File: config.mk
export PLATFORM = sky130hd
export DESIGN_NAME = uart_tx_fifo_flat
export DESIGN_NICKNAME = d
export VERILOG_FILES = /design/src/rtl/uart_pkg.sv /design/src/rtl/uart_tx_fifo_if.sv /design/src/rtl/uart_tx_fifo_sync_fifo.sv /design/src/rtl/uart_tx_fifo.sv /design/src/flat_wrapper.sv
export SDC_FILE = /design/constraint.sdc
export NUM_CORES = 1
export LEC_CHECK = 0
export BUFFER_PORTS_ARGS = -buffer_cell sky130_fd_sc_hd__buf_2
export CAP_MARGIN = 0
export CORE_AREA = 2 2 121 123
export DETAILED_ROUTE_END_ITERATION = 10
export DIE_AREA = 0 0 123 125
export GPL_TIMING_DRIVEN = 0
export MAX_ROUTING_LAYER = met4
export PLACE_DENSITY_LB_ADDON = 0.1
export REMOVE_ABC_BUFFERS = 1
export SLEW_MARGIN = 10
export SYNTH_ARGS = -nofsm -noshare
export SYNTH_HDL_FRONTEND = slang
export SYNTH_SLANG_ARGS = --single-unit
File: constraint.sdc
create_clock -name clk -period 3.2 [get_ports clk]
set_input_delay 0.16 -clock clk [delete_from_list [all_inputs] [get_ports clk]]
set_output_delay 0.16 -clock clk [all_outputs]
set_load 0.01 [all_outputs]
File: src/rtl/uart_pkg.sv
// -----------------------------------------------------------------------------
// uart_pkg
// Shared definitions for the UART block family (uart_rx, uart_tx, uart_tx_fifo).
//   UART_DATA_BITS        default character width used by every UART block
//   uart_tx_fifo_state_t  state encoding of the uart_tx_fifo issue FSM
// -----------------------------------------------------------------------------
package uart_pkg;

    localparam int UART_DATA_BITS = 8;

    typedef enum logic [1:0] {
        IDLE      = 2'd0,  // waiting for a buffered byte and an idle uart_tx
        WAIT_ACK  = 2'd1,  // pulse issued, waiting for uart_tx to go busy
        WAIT_DONE = 2'd2   // uart_tx is shifting the byte out
    } uart_tx_fifo_state_t;

endpackage

File: src/rtl/uart_tx_fifo_if.sv
// -----------------------------------------------------------------------------
// uart_tx_fifo_if
// Producer-side byte stream into uart_tx_fifo (valid/ready handshake).
//   data_valid  producer has a byte this cycle
//   data        the byte
//   ready       consumer can accept (FIFO not full)
// Modports: master = producer, slave = uart_tx_fifo.
// -----------------------------------------------------------------------------
interface uart_tx_fifo_if
    import uart_pkg::*;
#(
    parameter int DATA_BITS = UART_DATA_BITS
);

    logic                 data_valid;
    logic [DATA_BITS-1:0] data;
    logic                 ready;

    modport master (output data_valid, output data, input ready);
    modport slave  (input data_valid, input data, output ready);

endinterface

File: src/rtl/uart_tx_fifo_sync_fifo.sv
// -----------------------------------------------------------------------------
// sync_fifo
// Single-clock FIFO with a combinational head read (first-word fall-through).
//   clk, rst   clock, synchronous active-high reset
//   i_push     write i_wdata (ignored while full)
//   i_wdata    write data
//   i_pop      discard the head entry (ignored while empty)
//   o_rdata    current head entry
//   o_count    occupancy, 0..DEPTH
//   o_empty    o_count == 0
//   o_full     o_count == DEPTH
// DEPTH must be a power of two so the pointers wrap naturally.
// -----------------------------------------------------------------------------
module sync_fifo #(
    parameter int DATA_BITS = 8,
    parameter int DEPTH     = 16
) (
    input  logic                   clk,
    input  logic                   rst,
    input  logic                   i_push,
    input  logic [DATA_BITS-1:0]   i_wdata,
    input  logic                   i_pop,
    output logic [DATA_BITS-1:0]   o_rdata,
    output logic [$clog2(DEPTH):0] o_count,
    output logic                   o_empty,
    output logic                   o_full
);

    localparam int AW = $clog2(DEPTH);
    localparam int CW = AW + 1;
    localparam logic [CW-1:0] FULL_COUNT = CW'(DEPTH);

    logic [DATA_BITS-1:0] r_mem [DEPTH];
    logic [AW-1:0]        r_wr_ptr;
    logic [AW-1:0]        r_rd_ptr;
    logic [CW-1:0]        r_count;
    logic                 w_push;
    logic                 w_pop;

    // Fullness is judged on the registered count, so a push while full is
    // refused even when a pop frees a slot in the same cycle.
    assign w_push = i_push && !o_full;
    assign w_pop  = i_pop && !o_empty;

    // NOTE: storage has no reset; the pointers and count alone define which
    // entries are valid, and leaving the array unreset lets it map onto RAM.
    always_ff @(posedge clk) begin
        if (w_push) begin
            r_mem[r_wr_ptr] <= i_wdata;
        end
    end

    // NOTE: sequential state uses non-blocking assignments so every register
    // samples pre-edge values, independent of statement order.
    always_ff @(posedge clk) begin
        if (rst) begin
            r_wr_ptr <= '0;
            r_rd_ptr <= '0;
            r_count  <= '0;
        end else begin
            if (w_push) r_wr_ptr <= r_wr_ptr + 1'b1;
            if (w_pop)  r_rd_ptr <= r_rd_ptr + 1'b1;
            unique case ({w_push, w_pop})
                2'b10:   r_count <= r_count + 1'b1;
                2'b01:   r_count <= r_count - 1'b1;
                default: r_count <= r_count;
            endcase
        end
    end

    assign o_rdata = r_mem[r_rd_ptr];
    assign o_count = r_count;
    assign o_empty = (r_count == '0);
    assign o_full  = (r_count == FULL_COUNT);

endmodule

File: src/rtl/uart_tx_fifo.sv
// -----------------------------------------------------------------------------
// uart_tx_fifo
// Buffered feeder for uart_tx: bytes from a producer are queued in a FIFO and
// handed to uart_tx one at a time as a single-cycle pulse, waiting for the
// uart_tx busy flag to rise and fall between bytes.
//   clk, rst          clock, synchronous active-high reset
//   in_if (slave)     producer stream: data_valid, data, ready (= not full)
//   o_tx_data_valid   one-cycle pulse to uart_tx i_data_valid
//   o_tx_data         byte to uart_tx i_data, held until the next pulse
//   i_tx_busy         uart_tx o_busy
//   o_count           FIFO occupancy
//   o_empty, o_full   occupancy flags
//   o_overflow        sticky: a write arrived while full and was dropped
// Optional (macro UART_TX_FIFO_STATS_EN):
//   o_drop_count      saturating count of dropped writes
//   o_max_level       high-water mark of o_count
// -----------------------------------------------------------------------------
module uart_tx_fifo
    import uart_pkg::*;
#(
    parameter int DATA_BITS  = UART_DATA_BITS,
    parameter int DEPTH      = 16,
    parameter int ACK_CYCLES = 2
) (
    input  logic                   clk,
    input  logic                   rst,
    uart_tx_fifo_if.slave          in_if,
    output logic                   o_tx_data_valid,
    output logic [DATA_BITS-1:0]   o_tx_data,
    input  logic                   i_tx_busy,
    output logic [$clog2(DEPTH):0] o_count,
    output logic                   o_empty,
    output logic                   o_full,
    output logic                   o_overflow
`ifdef UART_TX_FIFO_STATS_EN
    ,
    output logic [15:0]            o_drop_count,
    output logic [$clog2(DEPTH):0] o_max_level
`endif
);

    localparam int CW  = $clog2(DEPTH) + 1;
    localparam int ACW = $clog2(ACK_CYCLES + 1);
    localparam logic [ACW-1:0] ACK_LAST = ACW'(ACK_CYCLES - 1);

    uart_tx_fifo_state_t  r_state;
    logic [ACW-1:0]       r_ack_cnt;
    logic                 r_tx_valid;
    logic [DATA_BITS-1:0] r_tx_data;
    logic                 r_overflow;

    logic [DATA_BITS-1:0] w_head;
    logic [CW-1:0]        w_count;
    logic                 w_empty;
    logic                 w_full;
    logic                 w_pop;
    logic                 w_drop;

    // Popping only from IDLE keeps at most one byte in flight to uart_tx.
    assign w_pop  = (r_state == IDLE) && !w_empty && !i_tx_busy;
    assign w_drop = in_if.data_valid && w_full;

    sync_fifo #(
        .DATA_BITS (DATA_BITS),
        .DEPTH     (DEPTH)
    ) u_fifo (
        .clk     (clk),
        .rst     (rst),
        .i_push  (in_if.data_valid),
        .i_wdata (in_if.data),
        .i_pop   (w_pop),
        .o_rdata (w_head),
        .o_count (w_count),
        .o_empty (w_empty),
        .o_full  (w_full)
    );

    always_ff @(posedge clk) begin
        if (rst) begin
            r_state    <= IDLE;
            r_ack_cnt  <= '0;
            r_tx_valid <= 1'b0;
            r_tx_data  <= '0;
        end else begin
            r_tx_valid <= 1'b0;
            unique case (r_state)
                IDLE: begin
                    if (w_pop) begin
                        r_tx_data  <= w_head;
                        r_tx_valid <= 1'b1;
                        r_ack_cnt  <= '0;
                        r_state    <= WAIT_ACK;
                    end
                end
                WAIT_ACK: begin
                    // A byte whose busy never rises is considered issued;
                    // there is no retry.
                    if (i_tx_busy) begin
                        r_state <= WAIT_DONE;
                    end else begin
                        r_ack_cnt <= r_ack_cnt + 1'b1;
                        if (r_ack_cnt == ACK_LAST) r_state <= IDLE;
                    end
                end
                WAIT_DONE: begin
                    if (!i_tx_busy) r_state <= IDLE;
                end
                default: r_state <= IDLE;
            endcase
        end
    end

    always_ff @(posedge clk) begin
        if (rst) begin
            r_overflow <= 1'b0;
        end else if (w_drop) begin
            r_overflow <= 1'b1;
        end
    end

`ifdef UART_TX_FIFO_STATS_EN
    logic [15:0]   r_drop_count;
    logic [CW-1:0] r_max_level;

    always_ff @(posedge clk) begin
        if (rst) begin
            r_drop_count <= '0;
            r_max_level  <= '0;
        end else begin
            if (w_drop && (r_drop_count != 16'hFFFF)) r_drop_count <= r_drop_count + 1'b1;
            if (w_count > r_max_level)                r_max_level  <= w_count;
        end
    end

    assign o_drop_count = r_drop_count;
    assign o_max_level  = r_max_level;
`endif

    assign in_if.ready     = !w_full;
    assign o_tx_data_valid = r_tx_valid;
    assign o_tx_data       = r_tx_data;
    assign o_count         = w_count;
    assign o_empty         = w_empty;
    assign o_full          = w_full;
    assign o_overflow      = r_overflow;

endmodule

File: src/flat_wrapper.sv
// flat-port wrapper written by rule: the top's interface ports become plain ports
module uart_tx_fifo_flat import uart_pkg::*;
#(
    parameter int DATA_BITS  = UART_DATA_BITS,
    parameter int DEPTH      = 16,
    parameter int ACK_CYCLES = 2
)
  (clk, rst, o_tx_data_valid, o_tx_data, i_tx_busy, o_count, o_empty, o_full, o_overflow, in_if_data_valid, in_if_data, in_if_ready);
  uart_tx_fifo_if #(.DATA_BITS(DATA_BITS)) in_if_i ();
  input  logic clk;
  input  logic rst;
  output logic o_tx_data_valid;
  output logic [DATA_BITS-1:0] o_tx_data;
  input  logic i_tx_busy;
  output logic [$clog2(DEPTH):0] o_count;
  output logic o_empty;
  output logic o_full;
  output logic o_overflow;
  input wire logic [$bits(in_if_i.data_valid)-1:0] in_if_data_valid;
  input wire logic [$bits(in_if_i.data)-1:0] in_if_data;
  output wire logic [$bits(in_if_i.ready)-1:0] in_if_ready;
  assign in_if_i.data_valid = in_if_data_valid;
  assign in_if_i.data = in_if_data;
  assign in_if_ready = in_if_i.ready;
  uart_tx_fifo #(.DATA_BITS(DATA_BITS), .DEPTH(DEPTH), .ACK_CYCLES(ACK_CYCLES)) u_core (.clk(clk), .rst(rst), .in_if(in_if_i), .o_tx_data_valid(o_tx_data_valid), .o_tx_data(o_tx_data), .i_tx_busy(i_tx_busy), .o_count(o_count), .o_empty(o_empty), .o_full(o_full), .o_overflow(o_overflow));
endmodule
==> results of run 1 <==
[layout by cell type, fill, tap and decap left out, drive strengths merged, types with 2 or more instances in the layout]
| cell | instances |
|---|---|
| bufinv | 4 |
| o21ai | 5 |
| xor2 | 5 |
| edfxtp | 128 |
| nand3 | 2 |
| nor2b | 4 |
| mux4 | 11 |
| clkinv | 5 |
| or3b | 2 |
| clkinvlp | 4 |
| dfxtp | 27 |
| nand3b | 2 |
| ha | 10 |
| a2111oi | 6 |
| nand2 | 17 |
| xnor2 | 4 |
| nor2 | 43 |
| o22ai | 21 |
| mux2i | 44 |
| nor3 | 9 |
| nand2b | 2 |
| a211oi | 8 |
| buf | 32 |
| nand4 | 2 |
| inv | 13 |
| a21oi | 8 |
| clkbuf | 17 |
[power breakdown]
| group | switching, mW | internal [mW] | total [mW] |
|---|---|---|---|
| clock network | 0.805 | 1.30 | 2.11 |
| registers | 0.135 | 2.32 | 2.46 |
| logic | 0.554 | 0.409 | 0.963 |
| total | 1.49 | 4.04 | 5.53 |
[critical path, stage by stage, from the launching register on]
cell       delay (ps)
dfxtp_1           440
nor4_4            100
buf_4             170
a2111oi_4         340
ha_1              300
inv_1             110
fa_1              390
nor2b_1           170
o21ai_1            90
nand3_1            80
or3b_1            350
mux2_1            310
[final timing paths]
check	to	slack, ps	start
max	u_core.u_fifo.o_count[4]	240	u_core.u_fifo.o_count[1]
min	u_core.r_state[1]	80	i_tx_busy
max reg2reg	u_core.u_fifo.o_count[4]	240	u_core.u_fifo.o_count[1]
min reg2reg	u_core.o_overflow	460	u_core.o_overflow
[sequential cells by signal, indices dropped and copies added (netlist names)]
name	flops
u_core.o_tx_data	8
u_core.u_fifo.r_rd_ptr	4
u_core.r_ack_cnt	2
u_core.u_fifo.o_count	5
u_core.u_fifo.r_mem	128
u_core.o_overflow	1
u_core.r_state	2
u_core.u_fifo.r_wr_ptr	4
u_core.o_tx_data_valid	1
[area by class of cell]
class / count / area (µm²)
fill: 1194 / 6969
sequential: 155 / 4388
multi-input combinational: 213 / 1754
clock buffer: 17 / 425.4
tap: 184 / 230.2
clock inverter: 15 / 197.7
timing repair buffer: 33 / 197.7
inverter: 11 / 41.29
[per-layer routing]
metal / part of all wire / wire [µm]
met5: 0 / 0
met4: 0.016 / 208
met3: 0.037 / 486
met2: 0.48 / 6182
met1: 0.47 / 6086
[metrics by stage]
step / power [mW] / cell area [µm²]
final: 5.531 / 7234
after global routing: 5.777 / 7234
after CTS: 5.552 / 7209
after detailed placement: 3.394 / 6554
after global placement: 3.365 / 6507
after floorplan: 3.069 / 6132
[cell families after synthesis]
kind of cell,Yosys count,synth area share
AO/OA/AOI/OAI,50,0.05747
XOR/XNOR,9,0.01261
AND/OR/NAND/NOR,86,0.06367
adder cells (fa/ha/maj),11,0.02323
multiplexers,56,0.1161
flip-flops,155,0.7016
buffers and inverters,31,0.02523
[timing repair]
item                       in CTS  in global routing
cloned                          1                  0
setup endpoints to repair       2                  1
hold endpoints to repair        1                  0
pin swaps                       1                  1
hold buffers                    1                  0
setup buffers                   1                  1
==> flow_metrics.py, run 1 <==
metrics = {
    "yosys": {
        "avgSynthCellArea_um2": 15.70,
        "syn-cell-area_um2": 6248,
        "synth_top_area_frac": 0.6151,
        "synth_most_common_cell": "edfxtp_1",
        "ys_async_sr_fraction": 0,
        "yosysWarnings": 0,
        "yosys-top-cells-area": "edfxtp_1 (62%), dfxtp_1 (8.7%), mux2i_1 (7.0%)",
        "ys_types": 40,
        "synth_largest_area_cell": "edfxtp_1",
        "synth_edf_count": 128,
        "synth.yosys.seq_area_share": 0.7016,
        "synthesis.instances": 398,
        "yosys-top-cells-count": "edfxtp_1 (128), mux2i_1 (44), nor2_1 (43), dfxtp_1 (27), o22ai_1 (21)",
        "ys_ff_latch": 155,
        "ys.flop_type": "edfxtp_1",
    },
    "detailed_routing": {
        "drtIter0Drc": 194,
        "ant_nets": 0,
        "first_pass_iters": 4,
        "wirelength_um": 12960,
        "num_vias": 3354,
        "drt-wirelength-per-cell_um": 20.64,
        "drt-vias-per-instance": 5.341,
        "drc": 0,
    },
    "clocking": {
        "clock-root-buffer": "clkbuf_16",
        "clockBufferDepth": 2,
        "ctsResizeCount": 0,
        "cts_buffers": 17,
        "worstSkewPairLatency_ps": 420,
        "clk_pin_slew_ps": 60,
        "cts_tree": "done",
        "cts.sinks": 155,
        "h-tree-depth": 4,
    },
    "grt": {
        "use_met1": 0.2597,
        "grt_use_met3": 0.04243,
        "use_met2": 0.2714,
        "top_usage_layer": "met2",
        "antenna_found_initial": 0,
        "grt_first_pass_wirelength_um": 19530,
        "grt_pass1_vias": 3176,
        "grt.total_usage": 0.1868,
        "grt_max_degree": 44,
        "grt.overflow.total": 0,
    },
    "floorplanning": {
        "die_w_um": 123,
        "die_area_um2": 15380,
        "io_pins": 30,
        "fp.dieH_um": 125,
        "core_um2": 14200,
        "start_util": 0.4399,
        "num_rows": 44,
    },
    "pwr": {
        "p_per_area_nw_per_um2": 764.6,
        "ir_drop_uv": 320.0,
        "p_leak_nw": 2.365,
    },
    "critical_path": {
        "cp_data_required_time_ps": 3500,
        "critPathCaptureType": "flop",
        "cp_max_fo": 5,
        "r2r_cells": 11,
        "arrival_ps": 3260,
        "crit_type": "flop to flop",
        "start_kind": "flop",
    },
    "timing": {
        "grt_setup_unrepaired": "false",
        "max_slew_margin": 0.2477,
        "skew_ps": 6.079,
        "worst_slew_pin_slew_ps": 1127,
        "min_period_ps": 2958,
        "max_freq_mhz": 338.1,
        "setup_violations": 0,
        "hold_ws_ps": 81.99,
        "drv_slew": 0,
        "period_share": 0.9243,
        "fin_setup_tns_ps": 0,
        "hold_viol_final": 0,
        "worst_slack_ps": 242.3,
    },
    "run": {
        "maxCapViolCount": 0,
    },
    "layout": {
        "area_growth_pct": 15.78,
        "diodes": 0,
        "drive_gt1_frac": 0.1779,
        "stdcell_count": 628,
        "layout.nets": 454,
        "fin_util": 0.5093,
    },
    "placed_design": {
        "place.detailed.hpwl_um": 7813,
        "pre_cts_ws_ps": -601.0,
        "gp_congestion": 0.7757,
        "numPortBuffers": 29,
        "dp.cells": 592,
    },
    "min_path": {
        "min_path_cells": 2,
        "hp-class": "input pin to flop",
    },
    "run_status": {
        "status": "finished clean",
    },
}
Power figures use the tool's default switching activity.
==> run 2: changes to the inputs <==
--- a/config.mk
+++ b/config.mk
@@ -5,11 +5,12 @@
 export SDC_FILE = /design/constraint.sdc
 export NUM_CORES = 1
 export LEC_CHECK = 0
+export ABC_AREA = 1
 export BUFFER_PORTS_ARGS = -buffer_cell sky130_fd_sc_hd__buf_2
 export CAP_MARGIN = 0
-export CORE_AREA = 2 2 121 123
+export CORE_AREA = 2 2 127 129
 export DETAILED_ROUTE_END_ITERATION = 10
-export DIE_AREA = 0 0 123 125
+export DIE_AREA = 0 0 129 131
 export GPL_TIMING_DRIVEN = 0
 export MAX_ROUTING_LAYER = met4
 export PLACE_DENSITY_LB_ADDON = 0.1
==> run 2 against run 1 <==
  * Total power up 8.4%
  * Critical path type unchanged
  * Global-route usage rose by 0.89 points
  * Combinational power grew 45%
  * Area after synthesis up 9.4%
  * Wire length rose by 16%
  * Sequential share of layout area down 3.4 points
  * Highest routed layer unchanged
  * Cell area is 5.9% higher
  * Setup slack better by 410 ps
  * Register-to-register slack gained 410 ps
  * Clock power fell by 4%
==> flow_metrics.py, run 2 <==
metrics = {
    "grt": {
        "grt_first_pass_wirelength_um": 23380,
        "grt.overflow.total": 0,
        "grt.total_usage": 0.1956,
        "grt_max_degree": 68,
        "antenna_found_initial": 0,
        "grt_pass1_vias": 4265,
    },
    "timing": {
        "skew_ps": 6.239,
        "period_share": 0.7961,
        "grt_setup_unrepaired": "false",
        "hold_viol_final": 0,
        "max_freq_mhz": 392.5,
        "worst_slack_ps": 652.5,
        "max_slew_margin": 0.1921,
        "drv_slew": 0,
        "min_period_ps": 2548,
        "worst_slew_pin_slew_ps": 1212,
        "setup_violations": 0,
    },
    "critical_path": {
        "crit_slowest_cell": "dfxtp_4",
        "worstSetupStartpoint": "u_core.u_fifo.r_rd_ptr[0]",
        "start_kind": "flop",
        "r2r-end": "u_core.o_tx_data[6]",
        "r2r_cells": 9,
        "critPathCaptureType": "flop",
        "crit_end": "u_core.o_tx_data[6]",
        "cpMostUsedCell": "nand2_1",
        "r2r-start": "u_core.u_fifo.r_rd_ptr[0]",
        "crit_chain": "inv_2 -> nand2_1 -> nand2_1 -> nand2_1 -> nand3_1 -> nand3_1 -> nand3_1 -> nand2_1 -> inv_1",
        "reg2reg_slack_ps": 650,
        "slowest_delay_ps": 860,
        "arrival_ps": 2870,
        "crit_buf_inv": 2,
        "cp_max_fo": 67,
        "crit_type": "flop to flop",
        "cp_data_required_time_ps": 3520,
        "crit_family": "flip-flops",
        "path_depth": 9,
    },
    "pwr": {
        "p_leak_nw": 3.291,
        "clkPwrFrac": 0.336,
        "p_sw_mw": 1.899,
        "p_per_area_nw_per_um2": 782.9,
        "p_total_mw": 5.998,
        "seq_power_share": 0.431,
        "ir_drop_uv": 377.9,
        "p_int_mw": 4.099,
        "p_sw_frac": 0.3166,
        "p_comb_frac": 0.233,
    },
    "yosys": {
        "synthesis.instances": 696,
        "syn-cell-area_um2": 6835,
        "synth-compound-area-share": 0.02123,
        "synth_largest_area_cell": "edfxtp_1",
        "ys_types": 29,
        "synthXorXnorAreaFrac": 0.006407,
        "synth_edf_count": 128,
        "synth.yosys.seq_area_share": 0.6414,
        "synthMuxAreaShare": 0,
        "ys_async_sr_fraction": 0,
        "avgSynthCellArea_um2": 9.821,
        "synth_top_area_frac": 0.5623,
        "ys_ff_latch": 155,
        "synth_adder_area_share": 0.02123,
        "synth_most_common_cell": "nand2_1",
        "ys.flop_type": "edfxtp_1",
        "synth-simple-area-share": 0.2279,
        "yosys-top-cells-count": "nand2_1 (224), edfxtp_1 (128), nand3_1 (94), inv_1 (92), nor2_1 (41)",
        "synth_top_family_by_area": "simple AND/OR/NAND/NOR gates",
        "yosysWarnings": 0,
        "yosys-top-cells-area": "edfxtp_1 (56%), nand2_1 (12%), dfxtp_1 (7.9%)",
    },
    "layout": {
        "layout_common_cells": "nand2_1 (224), edfxtp_1 (128), nand3_1 (94)",
        "diodes": 0,
        "final_common_cell": "nand2_1",
        "layout.nets": 738,
        "regMostFlops": "u_core.u_fifo.r_mem",
        "largest_register_ffs": 128,
        "drive_gt1_frac": 0.09904,
        "area_growth_pct": 12.08,
        "stdcell_count": 943,
    },
    "clocking": {
        "cts_tree": "done",
        "clock-root-buffer": "clkbuf_16",
        "worstSkewPairLatency_ps": 420,
        "clockBufferDepth": 2,
        "post_cts_buffers": 0,
        "ctsResizeCount": 0,
        "cts.sinks": 155,
        "hold_buffers": 0,
        "cts_buffers": 17,
        "h-tree-depth": 4,
        "clk_pin_slew_ps": 60,
    },
    "placed_design": {
        "place.detailed.hpwl_um": 8750,
        "numPortBuffers": 29,
        "pre_cts_ws_ps": 651.6,
        "dp.cells": 912,
        "gp_congestion": 0.7719,
    },
    "floorplanning": {
        "die_w_um": 129,
        "io_pins": 30,
        "core_um2": 15600,
        "num_rows": 46,
        "fp.dieH_um": 131,
        "start_util": 0.4382,
        "die_area_um2": 16900,
    },
    "min_path": {
        "hp-class": "input pin to flop",
        "min_path_cells": 3,
        "hp-start": "in_if_data_valid",
    },
    "detailed_routing": {
        "num_vias": 4565,
        "first_pass_iters": 4,
        "drtIter0Drc": 341,
        "ant_nets": 0,
        "drt-vias-per-instance": 4.841,
        "wirelength_um": 14990,
        "drc": 0,
        "drt-wirelength-per-cell_um": 15.90,
    },
    "run": {
        "maxCapViolCount": 0,
    },
    "run_status": {
        "status": "finished clean",
    },
}
run 2: worst min-delay path: cells and delay by family:
family	cells	cell delay, ps
and+or+nand+nor	1	70
buffers and inverters	1	110
AOI/OAI and AO/OA	1	70
run 2: routing by layer:
| metal | up-vias | global-route usage | wire (µm) |
|---|---|---|---|
| met1 | 2170 | 0.2653 | 6736 |
| met3 | 13 | 0.03583 | 867 |
| met2 | 97 | 0.2988 | 7168 |
| met4 | 0 | 0.06777 | 220 |
| met5 | - | - | 0 |
| li1 | 2285 | - | - |
run 2: worst min path at each step:
| stage | endpoint | slack, ps |
|---|---|---|
| final | u_core.o_overflow | 20 |
| after global routing | u_core.o_overflow | 20 |
| after CTS | u_core.r_state[1] | 9 |
| after detailed placement | u_core.o_overflow | 450 |
| after global placement | u_core.o_overflow | 440 |
| after floorplan | u_core.u_fifo.o_count[4] | 230 |
run 2: layout make-up:
cell class                 instances  area, µm²
timing repair buffer              29      145.1
tap                              216      270.3
clock inverter                    12      153.9
clock buffer                      19      432.9
multi-input combinational        412       1892
inverter                         100      377.9
fill                            1437       7936
sequential                       155       4389
run 2: power by group through the flow:
stage                     clock network, mW  logic, mW  registers [mW]
after CTS                              2.05       1.41            2.59
after detailed placement                  0       1.40            2.63
final                                  2.02       1.40            2.58
after global placement                    0       1.40            2.62
after global routing                   2.14       1.60            2.62
after floorplan                           0      0.958            2.57
run 2: stage by stage:
stage,hold WS [ps],setup TNS (ps),cell area [µm²],utilization
final,22.49,0,7661,0.4912
after global routing,19.98,0,7661,0.4912
after CTS,8.676,0,7661,0.4912
after detailed placement,448.1,0,7074,0.4536
after global placement,437.6,-11180,7069,0.4532
after floorplan,229.1,0,6654,-
run 2: cell families after synthesis:
kind of cell,Yosys count
xor gates and xnor gates,5
adders and majority gates,11
DFF,155
AOI/OAI and AO/OA,28
buffers and inverters,129
and+or+nand+nor,368
==> run 3: changes to the inputs <==
--- a/config.mk
+++ b/config.mk
@@ -5,12 +5,12 @@
 export SDC_FILE = /design/constraint.sdc
 export NUM_CORES = 1
 export LEC_CHECK = 0
-export ABC_AREA = 1
+export ABC_AREA = 0
 export BUFFER_PORTS_ARGS = -buffer_cell sky130_fd_sc_hd__buf_2
 export CAP_MARGIN = 0
-export CORE_AREA = 2 2 127 129
+export CORE_AREA = 2 2 121 123
 export DETAILED_ROUTE_END_ITERATION = 10
-export DIE_AREA = 0 0 129 131
+export DIE_AREA = 0 0 123 125
 export GPL_TIMING_DRIVEN = 0
 export MAX_ROUTING_LAYER = met4
 export PLACE_DENSITY_LB_ADDON = 0.1
==> constraint.sdc (replaced) <==
create_clock -name clk -period 2.1 [get_ports clk]
set_input_delay 0.105 -clock clk [delete_from_list [all_inputs] [get_ports clk]]
set_output_delay 0.105 -clock clk [all_outputs]
set_load 0.01 [all_outputs]
==> run 3 against run 2 <==
  * The run now ends with setup timing left
  * Total power grew 48%
  * Via count shrank 24%
  * Die area shrank 9.0%
  * Clock power grew 59%
  * Sequential share of layout area grew 1.2 points
  * Clock skew shrank 1.4 ps
  * Combinational power grew 39%
  * Sequential power grew 45%
  * Count of clock-buffer cells in the layout shrank 2
==> flow_metrics.py, run 3 (synthesis results as in run 1) <==
metrics = {
    "detailed_routing": {
        "drt-wirelength-per-cell_um": 20.72,
        "wirelength_um": 13390,
        "drtIter0Drc": 217,
        "drt-vias-per-instance": 5.393,
        "first_pass_iters": 4,
        "drc": 0,
        "num_vias": 3484,
        "ant_nets": 0,
    },
    "critical_path": {
        "crit_slowest_cell": "fa_2",
        "cp_max_fo": 2,
        "crit_buf_inv": 2,
        "arrival_ps": 2990,
        "crit_type": "flop to flop",
        "critPathCaptureType": "flop",
        "crit_chain": "nor4_4 -> buf_4 -> a2111oi_4 -> ha_2 -> inv_2 -> fa_2 -> nor2b_4 -> o21ai_2 -> nand3_1 -> or3b_4 -> mux2_4",
        "slowest_delay_ps": 380,
        "reg2reg_slack_ps": -580,
        "start_kind": "flop",
        "crit_family": "adder cells",
        "worstSetupStartpoint": "u_core.u_fifo.o_count[1]",
        "cp_data_required_time_ps": 2400,
        "r2r-end": "u_core.u_fifo.o_count[4]",
        "r2r_cells": 11,
        "r2r-start": "u_core.u_fifo.o_count[1]",
    },
    "clocking": {
        "cts.sinks": 155,
        "clockBufferDepth": 2,
        "h-tree-depth": 4,
        "clock-root-buffer": "clkbuf_16",
        "cts_tree": "done",
        "clk_pin_slew_ps": 60,
        "worstSkewPairLatency_ps": 420,
        "cts_buffers": 17,
    },
    "min_path": {
        "min_path_cells": 2,
        "whs_endpoint": "u_core.r_state[1]",
        "hp-class": "input pin to flop",
        "hp-start": "i_tx_busy",
    },
    "timing": {
        "hold_viol_final": 0,
        "grt_setup_unrepaired": "true",
        "worst_slack_ps": -584.2,
        "min_period_ps": 2684,
        "max_freq_mhz": 372.6,
        "setup_violations": 3,
        "period_share": 1.278,
        "max_slew_margin": 0.5883,
        "drv_slew": 0,
        "worst_slew_pin_slew_ps": 616.6,
        "skew_ps": 4.854,
    },
    "floorplanning": {
        "die_w_um": 123,
        "start_util": 0.4399,
        "die_area_um2": 15380,
        "fp.dieH_um": 125,
        "io_pins": 30,
        "num_rows": 44,
        "core_um2": 14200,
    },
    "layout": {
        "final_area_um2": 7541,
        "drive_gt1_frac": 0.2792,
        "diodes": 0,
        "regMostFlops": "u_core.u_fifo.r_mem",
        "layout_common_cells": "edfxtp_1 (128), mux2i_1 (44), nor2_1 (31)",
        "largest_register_ffs": 128,
        "final_common_cell": "edfxtp_1",
        "layout.nets": 472,
        "area_growth_pct": 20.68,
    },
    "run_status": {
        "status": "complete, but fails checks",
        "failed_checks": "setup timing",
    },
    "grt": {
        "grt_first_pass_wirelength_um": 20510,
        "grt_max_degree": 44,
        "use_met1": 0.2646,
        "antenna_found_initial": 0,
        "grt.total_usage": 0.1947,
        "top_usage_layer": "met2",
        "grt_pass1_vias": 3381,
        "use_met2": 0.2909,
        "grt.overflow.total": 0,
        "grt_use_met3": 0.04243,
    },
    "pwr": {
        "p_per_area_nw_per_um2": 1181,
        "p_total_mw": 8.904,
        "ir_drop_uv": 490.1,
        "p_leak_nw": 2.453,
    },
    "placed_design": {
        "place.detailed.hpwl_um": 7813,
        "dpl_cell_area_um2": 6554,
        "gp_congestion": 0.7757,
        "numPortBuffers": 29,
    },
    "run": {
        "maxCapViolCount": 0,
    },
}
-- run 3: metrics by stage --
| step | std cells | util | hold slack (ps) | setup slack [ps] | TNS (ps) |
|---|---|---|---|---|---|
| floorplan | 378 | - | 176.6 | -1176 | -9445 |
| detailed placement | 592 | 0.4614 | 357.8 | -1701 | -41750 |
| global route | 646 | 0.5309 | 19.30 | -673.9 | -1237 |
| global placement | 591 | 0.4582 | 344.2 | -2000 | -60470 |
| CTS | 639 | 0.5238 | 6.236 | -561.1 | -2088 |
| finish | 646 | 0.5309 | 21.71 | -584.2 | -819.2 |
-- run 3: report_power, final --
| part | internal (mW) | switching, mW |
|---|---|---|
| Combinational | 0.941 | 0.997 |
| Clock | 1.99 | 1.22 |
| Sequential | 3.56 | 0.190 |
-- run 3: metal layers --
metal / routed length [µm] / vias to the layer above / part of all wire
met3: 383 / 18 / 0.029
li1: - / 1636 / -
met5: 0 / - / 0
met4: 220 / 0 / 0.016
met2: 6540 / 57 / 0.49
met1: 6241 / 1773 / 0.47
-- run 3: worst register-to-register path: cells and delay by family (launching register included) --
kind            cells  cell delay, ps
simple gates        4             630
mux                 1             300
buf+inv             2             200
flops               1             360
fa+ha+maj           2             660
compound gates      2             420
-- run 3: final cells by class --
| type | instances | area (µm²) |
|---|---|---|
| tap | 184 | 230.2 |
| clock buffer | 17 | 425.4 |
| fill | 1161 | 6663 |
| sequential | 155 | 4410 |
| multi-input combinational | 213 | 1883 |
| timing repair buffer | 51 | 352.8 |
| clock inverter | 15 | 197.7 |
| inverter | 11 | 41.29 |
-- run 3: what timing repair did --
item,4_1_cts,5_1_grt
setup endpoints to repair,145,76
pin swaps,11,4
hold buffers,1,0
resized for setup,43,7
cloned,1,0
setup buffers,13,8
endpoints found under the hold margin,1,0
-- run 3: worst max path at each step --
stage / to / depth (start not counted)
after floorplan: u_core.u_fifo.o_count[4] / 10
after detailed placement: u_core.u_fifo.o_count[4] / 10
final: u_core.u_fifo.o_count[4] / 11
after global routing: u_core.u_fifo.o_count[4] / 11
after global placement: u_core.o_tx_data[7] / 3
after CTS: u_core.u_fifo.o_count[4] / 11
